==> config.mk <==
export PLATFORM = sky130hd
export DESIGN_NAME = pipe_hazard_unit
export DESIGN_NICKNAME = d
export VERILOG_FILES = /design/src/rtl/pipe_hazard_unit_pkg.sv /design/src/rtl/pipe_hazard_unit_fwd_select.sv /design/src/rtl/pipe_hazard_unit.sv
export SDC_FILE = /design/constraint.sdc
export NUM_CORES = 1
export LEC_CHECK = 0
export CORE_MARGIN = 2
export CORE_UTILIZATION = 45
export DETAILED_ROUTE_END_ITERATION = 12
export HOLD_SLACK_MARGIN = 0.06
export PLACE_DENSITY = 0.89
export SLEW_MARGIN = 10
export SYNTH_ARGS = -nofsm -noshare
export SYNTH_HDL_FRONTEND = slang
export SYNTH_SLANG_ARGS = --single-unit
==> constraint.sdc <==
create_clock -name Clock -period 4.1 [get_ports Clock]
set_clock_uncertainty 0.2 [all_clocks]
set_input_delay 0.82 -clock Clock [delete_from_list [all_inputs] [get_ports Clock]]
set_output_delay 0.82 -clock Clock [all_outputs]
set_load 0.05 [all_outputs]
==> src/rtl/pipe_hazard_unit_pkg.sv <==
// Shared definitions for the pipeline hazard/forwarding controller.
//   hz_state_e  : controller FSM states (RUN / LSTALL / MWAIT)
//   sel_width   : width of a forward select able to encode 0..stages
//   need_width  : width of a stall-cycle count able to hold 0..lat+1
package pipe_hazard_unit_pkg;

  typedef enum logic [1:0] {
    ST_RUN    = 2'd0,
    ST_LSTALL = 2'd1,
    ST_MWAIT  = 2'd2
  } hz_state_e;

  function automatic int unsigned sel_width(input int unsigned stages);
    return (stages < 1) ? 1 : $clog2(stages + 1);
  endfunction

  function automatic int unsigned need_width(input int unsigned lat);
    return $clog2(lat + 2);
  endfunction

endpackage

==> src/rtl/pipe_hazard_unit_fwd_select.sv <==
// fwd_select: per-operand priority comparator.
// Finds the nearest producer stage writing the source register and reports
// how many stall cycles are needed when that producer is an unfinished load.
//   src        in  REG_AW              source register of the ID instruction
//   use_src    in  1                   the instruction actually reads src
//   id_valid   in  1                   ID holds a real instruction
//   stg_wn     in  FWD_STAGES*REG_AW   destination per stage, stage k in slice k-1
//   stg_wreg   in  FWD_STAGES          stage k writes a register
//   stg_m2reg  in  FWD_STAGES          stage k is a load
//   sel        out SEL_W               0 = regfile, k = forward from stage k
//   need       out NEED_W              load-use stall cycles required (0 = none)
module fwd_select
  import pipe_hazard_unit_pkg::*;
#(
  parameter int unsigned REG_AW     = 5,
  parameter int unsigned FWD_STAGES = 3,
  parameter int unsigned LOAD_LAT   = 1,
  parameter int unsigned SEL_W      = sel_width(FWD_STAGES),
  parameter int unsigned NEED_W     = need_width(LOAD_LAT)
) (
  input  logic [REG_AW-1:0]            src,
  input  logic                         use_src,
  input  logic                         id_valid,
  input  logic [FWD_STAGES*REG_AW-1:0] stg_wn,
  input  logic [FWD_STAGES-1:0]        stg_wreg,
  input  logic [FWD_STAGES-1:0]        stg_m2reg,
  output logic [SEL_W-1:0]             sel,
  output logic [NEED_W-1:0]            need
);

  logic              hit_load;
  logic [NEED_W-1:0] hit_need;

  // Scan from the farthest stage (WB) towards EXE so the nearest match is the
  // last assignment and therefore wins.
  always_comb begin
    sel      = '0;
    hit_load = 1'b0;
    hit_need = '0;
    for (int unsigned i = 0; i < FWD_STAGES; i++) begin
      if (use_src && (src != '0) && stg_wreg[FWD_STAGES-1-i] &&
          (stg_wn[(FWD_STAGES-1-i)*REG_AW +: REG_AW] == src)) begin
        sel      = SEL_W'(FWD_STAGES - i);
        hit_load = stg_m2reg[FWD_STAGES-1-i] && ((FWD_STAGES - i) <= LOAD_LAT);
        hit_need = NEED_W'(LOAD_LAT + 1 - (FWD_STAGES - i));
      end
    end
  end

  assign need = (hit_load && id_valid) ? hit_need : '0;

endmodule

==> src/rtl/pipe_hazard_unit.sv <==
// pipe_hazard_unit: hazard, forwarding and stall controller for the pipelined
// CPU. Forwarding, stall and flush decisions are combinational; only the FSM
// state, the remaining stall count and the event counters are registered.
//   Clock       in  1                  rising-edge clock
//   Resetn      in  1                  asynchronous active-low reset
//   id_valid    in  1                  ID holds a real instruction
//   id_rs/id_rt in  REG_AW             ID source registers
//   id_use_rs/t in  1                  ID instruction reads rs / rt
//   stg_wn      in  FWD_STAGES*REG_AW  destination per stage (stage k in slice k-1)
//   stg_wreg    in  FWD_STAGES         stage k writes a register
//   stg_m2reg   in  FWD_STAGES         stage k is a load
//   br_taken    in  1                  branch/jump in ID resolved taken
//   mem_req     in  1                  MEM stage accesses data memory
//   mem_ready   in  1                  data memory completes this cycle
//   fwd_a/fwd_b out SEL_W              operand source: 0 = regfile, k = stage k
//   stall_if    out 1                  hold the PC
//   stall_id    out 1                  hold the IF/ID link
//   bubble_exe  out 1                  zero control into the ID/EXE link
//   flush_id    out 1                  squash the fetched instruction
//   freeze      out 1                  hold every link and the PC (memory wait)
//   cnt_stall   out CNT_W              saturating count of load-use bubble cycles
//   cnt_flush   out CNT_W              saturating count of branch flushes
module pipe_hazard_unit
  import pipe_hazard_unit_pkg::*;
#(
  parameter  int unsigned REG_AW     = 5,
  parameter  int unsigned FWD_STAGES = 3,
  parameter  int unsigned LOAD_LAT   = 1,
  parameter  int unsigned CNT_W      = 32,
  localparam int unsigned SEL_W      = sel_width(FWD_STAGES)
) (
  input  logic                         Clock,
  input  logic                         Resetn,
  input  logic                         id_valid,
  input  logic [REG_AW-1:0]            id_rs,
  input  logic [REG_AW-1:0]            id_rt,
  input  logic                         id_use_rs,
  input  logic                         id_use_rt,
  input  logic [FWD_STAGES*REG_AW-1:0] stg_wn,
  input  logic [FWD_STAGES-1:0]        stg_wreg,
  input  logic [FWD_STAGES-1:0]        stg_m2reg,
  input  logic                         br_taken,
  input  logic                         mem_req,
  input  logic                         mem_ready,
  output logic [SEL_W-1:0]             fwd_a,
  output logic [SEL_W-1:0]             fwd_b,
  output logic                         stall_if,
  output logic                         stall_id,
  output logic                         bubble_exe,
  output logic                         flush_id,
  output logic                         freeze,
  output logic [CNT_W-1:0]             cnt_stall,
  output logic [CNT_W-1:0]             cnt_flush
);

  localparam int unsigned NEED_W = need_width(LOAD_LAT);

  logic [SEL_W-1:0]  sel_a;
  logic [SEL_W-1:0]  sel_b;
  logic [NEED_W-1:0] need_a;
  logic [NEED_W-1:0] need_b;
  logic [NEED_W-1:0] need;
  logic              hazard;
  logic              mem_wait;

  hz_state_e         state_q, state_d;
  hz_state_e         saved_state_q, saved_state_d;
  logic [NEED_W-1:0] cnt_q, cnt_d;
  logic [NEED_W-1:0] saved_cnt_q, saved_cnt_d;
  logic [CNT_W-1:0]  cnt_stall_q, cnt_stall_d;
  logic [CNT_W-1:0]  cnt_flush_q, cnt_flush_d;

  hz_state_e         eff_state;
  logic [NEED_W-1:0] eff_cnt;

  fwd_select #(
    .REG_AW     (REG_AW),
    .FWD_STAGES (FWD_STAGES),
    .LOAD_LAT   (LOAD_LAT),
    .SEL_W      (SEL_W),
    .NEED_W     (NEED_W)
  ) u_fwd_a (
    .src       (id_rs),
    .use_src   (id_use_rs),
    .id_valid  (id_valid),
    .stg_wn    (stg_wn),
    .stg_wreg  (stg_wreg),
    .stg_m2reg (stg_m2reg),
    .sel       (sel_a),
    .need      (need_a)
  );

  fwd_select #(
    .REG_AW     (REG_AW),
    .FWD_STAGES (FWD_STAGES),
    .LOAD_LAT   (LOAD_LAT),
    .SEL_W      (SEL_W),
    .NEED_W     (NEED_W)
  ) u_fwd_b (
    .src       (id_rt),
    .use_src   (id_use_rt),
    .id_valid  (id_valid),
    .stg_wn    (stg_wn),
    .stg_wreg  (stg_wreg),
    .stg_m2reg (stg_m2reg),
    .sel       (sel_b),
    .need      (need_b)
  );

  assign need     = (need_a > need_b) ? need_a : need_b;
  assign hazard   = (need != '0);
  assign mem_wait = mem_req && !mem_ready;

  // The cycle in which memory completes behaves as the interrupted state, so
  // a stall split by a memory wait still totals the same number of cycles.
  always_comb begin
    eff_state = state_q;
    eff_cnt   = cnt_q;
    if (state_q == ST_MWAIT) begin
      eff_state = saved_state_q;
      eff_cnt   = saved_cnt_q;
    end
  end

  // State register
  always_ff @(posedge Clock or negedge Resetn) begin
    if (!Resetn) begin
      state_q       <= ST_RUN;
      saved_state_q <= ST_RUN;
      cnt_q         <= '0;
      saved_cnt_q   <= '0;
      cnt_stall_q   <= '0;
      cnt_flush_q   <= '0;
    end else begin
      state_q       <= state_d;
      saved_state_q <= saved_state_d;
      cnt_q         <= cnt_d;
      saved_cnt_q   <= saved_cnt_d;
      cnt_stall_q   <= cnt_stall_d;
      cnt_flush_q   <= cnt_flush_d;
    end
  end

  // Next-state logic
  always_comb begin
    state_d       = state_q;
    cnt_d         = cnt_q;
    saved_state_d = saved_state_q;
    saved_cnt_d   = saved_cnt_q;
    if (mem_wait) begin
      state_d = ST_MWAIT;
      if (state_q != ST_MWAIT) begin
        saved_state_d = state_q;
        saved_cnt_d   = cnt_q;
      end
    end else begin
      case (eff_state)
        ST_LSTALL: begin
          cnt_d   = eff_cnt - 1'b1;
          state_d = (eff_cnt == NEED_W'(1)) ? ST_RUN : ST_LSTALL;
        end
        default: begin
          state_d = ST_RUN;
          cnt_d   = eff_cnt;
          if (hazard) begin
            cnt_d = need - 1'b1;
            if (need > NEED_W'(1)) begin
              state_d = ST_LSTALL;
            end
          end
        end
      endcase
    end
  end

  // Output logic; everything is forced low while reset is asserted.
  always_comb begin
    fwd_a      = '0;
    fwd_b      = '0;
    stall_if   = 1'b0;
    stall_id   = 1'b0;
    bubble_exe = 1'b0;
    flush_id   = 1'b0;
    freeze     = 1'b0;
    if (Resetn) begin
      if (mem_wait) begin
        freeze = 1'b1;
      end else begin
        fwd_a = sel_a;
        fwd_b = sel_b;
        if ((eff_state == ST_LSTALL) || ((eff_state == ST_RUN) && hazard)) begin
          stall_if   = 1'b1;
          stall_id   = 1'b1;
          bubble_exe = 1'b1;
        end
        flush_id = (eff_state == ST_RUN) && !hazard && br_taken && id_valid;
      end
    end
  end

  // Saturating event counters
  always_comb begin
    cnt_stall_d = cnt_stall_q;
    cnt_flush_d = cnt_flush_q;
    if (bubble_exe && !(&cnt_stall_q)) begin
      cnt_stall_d = cnt_stall_q + 1'b1;
    end
    if (flush_id && !(&cnt_flush_q)) begin
      cnt_flush_d = cnt_flush_q + 1'b1;
    end
  end

  assign cnt_stall = cnt_stall_q;
  assign cnt_flush = cnt_flush_q;

endmodule

==> out/metrics.sh, run 1 <==
FIN_WS_NS=-0.1434
MET3_LAYER_USAGE_REPORTED_BY_GLOBAL_ROUTE=0.05017
POSTSYNTHREGISTERBITS=72
CLOCK_TREE.ROOT_CELL='sky130_fd_sc_hd__clkbuf_8'
FINAL_COMMON_CELL='sky130_fd_sc_hd__clkdlybuf4s50_1'
SYNTHESIS.YOSYS.WARNINGS=0
R2R_SLACK_NS=1.20
ROUTED_WIRELENGTH_UM=12250
HTREE_NUM_LEVELS=3
FINAL_CORE_UTIL=0.6495
NETLIST_AREA_MM2=0.004414
PIN_COUNT=112
VIOLATED_CHECKS='negative setup slack'
GRT.BUSIEST_LAYER='met2'
CLOCK-SINKS=72
FP-ROW-COUNT=36
NETSWITCHINGPOWER_W=0.0006899
CP_MAX_FO=4
LAYOUT-DRIVE-GT1-SHARE=0.1871
FILLER_CELL_COUNT=771
ROUTED-VIA-COUNT=4176
POWER.SHARE.SEQUENTIAL=0.431
GR-TOTAL-OVERFLOW=0
CLOCK.FMAX_MHz=235.7
WORST-SLEW-PIN-TRANSITION_NS=1.079
PATH_DELAY_FAMILY='simple AND/OR/NAND/NOR gates'
SYNTH_LARGEST_TYPE_AREA_FRACTION=0.4082
CRIT_REQUIRED_NS=3.08
SYNTHTOLAYOUTAREAGROWTH_PCT=41.84
CRITICAL_PATH.STARTPOINT_TYPE='primary input'
PWR-SHARE-CLK=0.277
GLOBALROUTETOTALUTIL=0.2368
WHS_NS=0.1807
WIRE_PER_INST_UM=16.62
SYNTH_SIMPLE_GATE_AREA_SHARE=0.2948
DRC=0
CELLLEAKAGEPOWER_nW=2.650
INTERNAL-POWER_W=0.001294
N_ANTENNA_CELL=0
WORST-PATH-BUF-INV=3
SYNTH_XOR_AREA_FRAC=0.1825
SEQCELLAREA_MM2=0.001802
DIE_Y_UM=103.0
DRV_SLEW=0
FINALSETUPTNS_NS=-0.4882
FLOORPLAN.INITIALDENSITY=0.4579
POST_DRT_VIA_CELL_RATIO=5.666
SYNTH_LARGEST_AREA_CELL='sky130_fd_sc_hd__dfrtp_1'
DOMINANTREGCELLSYNTH='sky130_fd_sc_hd__dfrtp_1'
LAYOUT_WORST_PATH_CYCLE_SHARE=1.035
CRITICAL_PATH_ARRIVAL_NS=3.22
POST-DP-HPWL_UM=9012
WORST_STAGE_DELAY_ON_THE_CRITICAL_PATH_NS=0.54
MUXSHAREOFSYNTHAREA=0.02012
CTS_INSERTED_BUFFERS=9
DRV.MAX_CAP_VIOLATION_COUNT=0
CRIT_SLOWEST_CELL='sky130_fd_sc_hd__or4_4'
AVGSYNTHCELLAREA_UM2=9.987
FINAL_CRITICAL_PERIOD_NS=4.243
SYNTH_ASYNC_SR_FLOP_SHARE=1.000
PORT-BUFFER-COUNT=109
DETAIL_ROUTE.ITER0.VIOLATIONS=207
GRT_UTIL_MET1=0.2755
COMBINATIONALPOWERSHARE=0.292
DESIGN.DIE.AREA_MM2=0.01062
RUN_STATUS='finished, violations left'
POWER.DENSITY_mW_PER_MM2=316.9
FIRST_GLOBAL_VIAS=4191
MAIN_COMBINATIONAL_CELL_FAMILY_BY_AREA_AFTER_SYNTHESIS='simple AND/OR/NAND/NOR gates'
WORSTPATHCELLLIST='buf_6 > or4_4 > o21ai_4 > nor4_4 > and3_1 > ha_1 > nand2_2 > buf_4 > o21ai_1 > and3_4 > a211oi_4 > nor2_4 > buf_8'
MULTI_INPUT_COMB_AREA_MM2=0.002606
CHIPWIDTH_UM=103.0
YOSYSSEQAREASHARE=0.4082
COREAREA_MM2=0.009639
CRITPATHKIND='in -> out'
SYNTH_ADDER_AREA_SHARE=0.01984
SYNTH.LIB_CELLS_USED.DISTINCT=52
CTS.CLK_SLEW.WORST_PATHS_NS=0.08
DESIGN.FINAL.NETS=646
P_SW_FRAC=0.3477
DRT-PASS1-ITER-COUNT=5
CLOCK_TREE_FROM_TRITONCTS='done'
CRIT_PATH_END_KIND='output pin'
WORST_CASE_HEADROOM_TO_THE_MAX_SLEW_LIMIT=0.2738
COMPOUND_GATE_PORTION_OF_THE_SYNTHESIZED_AREA=0.05045
FINAL-SETUP-VIOL-COUNT=4
REPORT.POWER.TOTAL_W=0.001984
POST_SYNTH_EDFFS=0
HIGHEST_COUNT_CELLS_IN_THE_LAYOUT_IGNORING_FILL_AND_TAPS='sky130_fd_sc_hd__clkdlybuf4s50_1, sky130_fd_sc_hd__dfrtp_1, sky130_fd_sc_hd__xnor2_1, sky130_fd_sc_hd__nand4_1, sky130_fd_sc_hd__buf_4'
GP_CONGESTION=0.9671
ANT_NETS=0
RSZ0062_AT_GRT='true'
GROUTE.LAYER.MET2.USAGE=0.4261
GRT_START_MAX_NET_PINS=60
MAX-VDD-IR-DROP_mV=0.1617
NETLIST_TOP_CELLS_AREA='sky130_fd_sc_hd__dfrtp_1, sky130_fd_sc_hd__xnor2_1, sky130_fd_sc_hd__xor2_1, sky130_fd_sc_hd__nand4_1, sky130_fd_sc_hd__nand3_1'
CLK_LATENCY_NS=0.35
POST_SYNTHESIS_CELL_COUNT=442
MAX_CLOCK_BUF_DEPTH=2
ANTENNA_FOUND_INITIAL=0
GRT_FIRST_PASS_WIRELENGTH_UM=19720
MIN_PATH_TYPE='in -> async'
HOLD_VIOL=0
==> cell type report <==
type | count | share of cell area
Multi-Input combinational cell | 356 | 0.4163
Clock inverter | 5 | 0.009392
Timing Repair Buffer | 153 | 0.2348
Inverter | 8 | 0.004796
Tap cell | 133 | 0.02658
Clock buffer | 10 | 0.02038
Sequential cell | 72 | 0.2878
==> synthesized netlist by cell type (7+ instances only) <==
cell type                 instances
sky130_fd_sc_hd__nor4_1          11
sky130_fd_sc_hd__nor3_1          18
sky130_fd_sc_hd__inv_1            8
sky130_fd_sc_hd__ha_1             7
sky130_fd_sc_hd__nand3_1         34
sky130_fd_sc_hd__xor2_1          37
sky130_fd_sc_hd__and4_1           9
sky130_fd_sc_hd__and3_1          12
sky130_fd_sc_hd__nor2_1          25
sky130_fd_sc_hd__nand2_1         24
sky130_fd_sc_hd__xnor2_1         55
sky130_fd_sc_hd__nor3_2           9
sky130_fd_sc_hd__dfrtp_1         72
sky130_fd_sc_hd__nand4_1         43
==> power by group through the flow <==
| stage | Clock, W | Sequential [W] | Combinational (W) |
|---|---|---|---|
| 6_report | 0.000551 | 0.000855 | 0.000579 |
| 4_1_cts | 0.000556 | 0.000854 | 0.000567 |
| 2_1_floorplan | 0 | 0.000979 | 0.000233 |
| 3_3_place_gp | 0 | 0.000863 | 0.000541 |
| 5_1_grt | 0.000585 | 0.000863 | 0.000622 |
| 3_5_place_dp | 0 | 0.000866 | 0.000558 |
==> logic make-up (layout without fill, tap and decap cells) <==
kind of cell,count (synthesis),count (layout)
AO/OA/AOI/OAI,25,25
other,2,6
adder cells (fa/ha/maj),7,7
multiplexers,8,8
flip-flops,72,72
buffers and inverters,18,176
AND/OR/NAND/NOR,218,218
XOR/XNOR,92,92
==> worst paths after layout <==
check | cells after the start | end | start
setup reg to reg | 7 | cnt_flush[9] | cnt_flush[0]
max in group asynchronous | 2 | cnt_flush[11] | Resetn
setup / recovery | 13 | stall_if | id_rt[3]
hold / removal | 1 | cnt_stall[1] | Resetn
min in group Clock | 1 | cnt_stall[16] | cnt_stall[16]
hold reg to reg | 1 | cnt_stall[16] | cnt_stall[16]
==> sequential cells by signal, summed over array words and instances, names as in the netlist <==
| register | count |
|---|---|
| cnt_flush | 32 |
| cnt_q | 2 |
| cnt_stall | 32 |
| saved_cnt_q | 2 |
| saved_state_q | 2 |
| state_q | 2 |
==> stage by stage <==
step	cell area [µm²]	setup slack, ns	cells
2_1_floorplan	4459	-0.5711	446
3_3_place_gp	5941	-0.4308	713
3_5_place_dp	5941	-0.5314	713
4_1_cts	6211	-0.2823	735
5_1_grt	6261	-0.2385	737
6_report	6261	-0.1434	737
==> layer usage <==
metal	vias to the layer above	wire (µm)	part of all wire
li1	1925	-	-
met1	2036	4764	0.39
met2	182	6312	0.52
met3	33	896	0.073
met4	0	274	0.022
met5	-	0	0
==> timing repair <==
| action | in CTS | in global routing |
|---|---|---|
| endpoints found under the setup margin | 27 | 27 |
| buffers inserted | 7 | 3 |
| cloned | 0 | 0 |
| resized for setup | 37 | 12 |
| hold buffers | 0 | 0 |
| pin swaps | 16 | 14 |
(Power assumes the default switching activity.)
==> run 2, diff against run 1 <==
--- a/config.mk
+++ b/config.mk
@@ -9,6 +9,7 @@
 export CORE_UTILIZATION = 45
 export DETAILED_ROUTE_END_ITERATION = 12
 export HOLD_SLACK_MARGIN = 0.06
+export MAX_ROUTING_LAYER = met4
 export PLACE_DENSITY = 0.89
 export SLEW_MARGIN = 10
 export SYNTH_ARGS = -nofsm -noshare
==> out/metrics.sh, run 2 (synthesis results as in run 1) <==
HOLD_VIOL=0  # unchanged
R2R_SLACK_NS=1.37  # +0.17 ns
WORSTPATHCELLLIST='dlygate4sd2_1 > buf_4 > xnor2_2 > nand2_2 > nor3_2 > nand3_1 > ha_1 > nand2_1 > o2111ai_2 > nor4_4 > buf_4 > a211oi_4 > nor2_4 > buf_8'
ROUTED-VIA-COUNT=4138  # -0.91%
GLOBALROUTETOTALUTIL=0.2447  # +0.007825
DIE_Y_UM=103.0  # unchanged
FINAL_CORE_UTIL=0.6532  # +0.003634
WIRE_PER_INST_UM=16.50  # -0.73%
MAX_CLOCK_BUF_DEPTH=2  # unchanged
CTS.CLK_SLEW.WORST_PATHS_NS=0.08  # about the same
CELLLEAKAGEPOWER_nW=2.702  # +1.9%
HIGHEST_COUNT_CELLS_IN_THE_LAYOUT_IGNORING_FILL_AND_TAPS='sky130_fd_sc_hd__clkdlybuf4s50_1, sky130_fd_sc_hd__dfrtp_1, sky130_fd_sc_hd__xnor2_1, sky130_fd_sc_hd__nand4_1, sky130_fd_sc_hd__buf_4'
FILLER_CELL_COUNT=770  # -0.13%
PATH_DELAY_FAMILY='simple AND/OR/NAND/NOR gates'
FINAL_COMMON_CELL='sky130_fd_sc_hd__clkdlybuf4s50_1'
GP_CONGESTION=0.9300  # -3.8%
POWER.SHARE.SEQUENTIAL=0.408  # -0.023
MAX-VDD-IR-DROP_mV=0.1795  # +11%
CTSHOLDBUFFERS=0  # unchanged
GRT_START_MAX_NET_PINS=60  # unchanged
CRIT_REQUIRED_NS=3.08  # about the same
TIMING.RR.END='cnt_flush[5]'
VIOLATED_CHECKS='negative setup slack'
N_ANTENNA_CELL=0  # unchanged
DRC=0  # unchanged
POWER.DENSITY_mW_PER_MM2=332.3  # +4.9%
CRIT_SLOWEST_CELL='sky130_fd_sc_hd__ha_1'
POST-DP-HPWL_UM=9015  # about the same
ROUTED_WIRELENGTH_UM=12160  # -0.73%
WORST_PATH_MOST_REPEATED_CELL='sky130_fd_sc_hd__buf_4'
DESIGN.DIE.AREA_MM2=0.01062  # unchanged
WORST_STAGE_DELAY_ON_THE_CRITICAL_PATH_NS=0.31  # -0.23 ns
DETAIL_ROUTE.ITER0.VIOLATIONS=347  # +68%
ANTENNA_FOUND_INITIAL=0  # unchanged
FINAL_CRITICAL_PERIOD_NS=4.243  # -0.0001250 ns
FIRST_GLOBAL_VIAS=4075  # -2.8%
CLOCK-SINKS=72  # unchanged
ANT_NETS=0  # unchanged
CRITPATHKIND='in -> out'
FP-ROW-COUNT=36  # unchanged
DESIGN.FINAL.NETS=646  # unchanged
PIN_COUNT=112  # unchanged
WORST-SLEW-PIN-TRANSITION_NS=1.033  # -0.04659 ns
RSZ0062_AT_GRT='true'
LAYOUT_WORST_PATH_CYCLE_SHARE=1.035  # about the same
CLK_LATENCY_NS=0.35  # about the same
SYNTHTOLAYOUTAREAGROWTH_PCT=42.63
CRITICAL_PATH.STARTPOINT_TYPE='primary input'
DRT-PASS1-ITER-COUNT=5  # unchanged
RUN_STATUS='finished, violations left'
WORST-PATH-BUF-INV=4  # +1
MIN_PATH_TYPE='in -> async'
FLOORPLAN.INITIALDENSITY=0.4579  # unchanged
WORST_CASE_HEADROOM_TO_THE_MAX_SLEW_LIMIT=0.3051  # +0.03134
DRV_SLEW=0  # unchanged
PORT-BUFFER-COUNT=109  # unchanged
CLOCK.FMAX_MHz=235.7  # about the same
FINALSETUPTNS_NS=-0.4733  # +0.01494 ns
DRV.MAX_CAP_VIOLATION_COUNT=0  # unchanged
CRITICAL_PATH_ARRIVAL_NS=3.22  # about the same
P_SW_FRAC=0.3249  # -0.02285
GR-TOTAL-OVERFLOW=0  # unchanged
RR_STARTPOINT='cnt_flush[0]'
POST_DRT_VIA_CELL_RATIO=5.615  # -0.91%
HTREE_NUM_LEVELS=3  # unchanged
CRIT_PATH_END_KIND='output pin'
FIN_WS_NS=-0.1433  # +0.0001250 ns
CP_MAX_FO=3  # -1
FINAL-SETUP-VIOL-COUNT=4  # unchanged
PWR-SHARE-CLK=0.319  # +0.042
INTERNAL-POWER_W=0.001412  # +9.1%
CTS_INSERTED_BUFFERS=9  # unchanged
COMBINATIONALPOWERSHARE=0.273  # -0.019
LAYOUT-DRIVE-GT1-SHARE=0.1854  # -0.001656
CHIPWIDTH_UM=103.0  # unchanged
GRT_FIRST_PASS_WIRELENGTH_UM=19620  # -0.53%
COREAREA_MM2=0.009639  # unchanged
CLOCK_TREE.ROOT_CELL='sky130_fd_sc_hd__clkbuf_8'
REG2REGPATHDEPTH=7  # unchanged
CLOCK_TREE_FROM_TRITONCTS='done'
NETSWITCHINGPOWER_W=0.0006797  # -1.5%
run 2: how the worst max path moves through the flow:
stage | from | to | slack [ns] | cells after the start
global route | id_rs[1] | stall_if | -0.24 | 14
floorplan | id_rt[1] | stall_id | -0.57 | 13
detailed placement | id_rt[1] | stall_id | -0.52 | 13
finish | id_rs[1] | stall_if | -0.14 | 14
global placement | id_rt[1] | stall_if | -0.44 | 12
CTS | id_rt[1] | stall_id | -0.31 | 13
run 2: metal layers:
| metal | routed length, µm | track usage | vias to the layer above |
|---|---|---|---|
| li1 | - | - | 1913 |
| met2 | 6257 | 0.4126 | 219 |
| met3 | 868 | 0.04678 | 24 |
| met5 | 0 | - | - |
| met4 | 232 | 0.08603 | 0 |
| met1 | 4801 | 0.2929 | 1982 |
run 2: per-stage QoR:
stage	setup slack, ns	instance area (µm²)	instances	hold WS (ns)	power, W
floorplan	-0.5711	4459	446	0.2736	0.001212
global placement	-0.4387	5941	713	0.2826	0.001406
detailed placement	-0.5248	5941	713	0.2863	0.001430
CTS	-0.3111	6247	733	0.2452	0.002095
global route	-0.2393	6296	737	0.2698	0.002182
finish	-0.1433	6296	737	0.2546	0.002092
run 2: repair_timing:
action                                 4_1_cts  5_1_grt
resized for setup                           40        9
setup endpoints to repair                   36       10
endpoints found under the hold margin        0        0
setup buffers                                5        4
pin swaps                                   17       13
run 2: power groups by stage:
| stage | registers, W | clock network, W | logic, W |
|---|---|---|---|
| finish | 0.000854 | 0.000667 | 0.000571 |
| global route | 0.000868 | 0.000700 | 0.000614 |
| CTS | 0.000855 | 0.000674 | 0.000567 |
| detailed placement | 0.000868 | 0 | 0.000562 |
| global placement | 0.000863 | 0 | 0.000543 |
| floorplan | 0.000979 | 0 | 0.000233 |
run 2: layout make-up:
class                      count  area (µm²)  area share
clock inverter                 6       108.9     0.01729
timing repair buffer         153        1481      0.2353
clock buffer                   9       123.9     0.01967
sequential                    72        1802      0.2862
multi-input combinational    356        2584      0.4104
inverter                       8       30.03    0.004769
tap                          133       166.4     0.02643
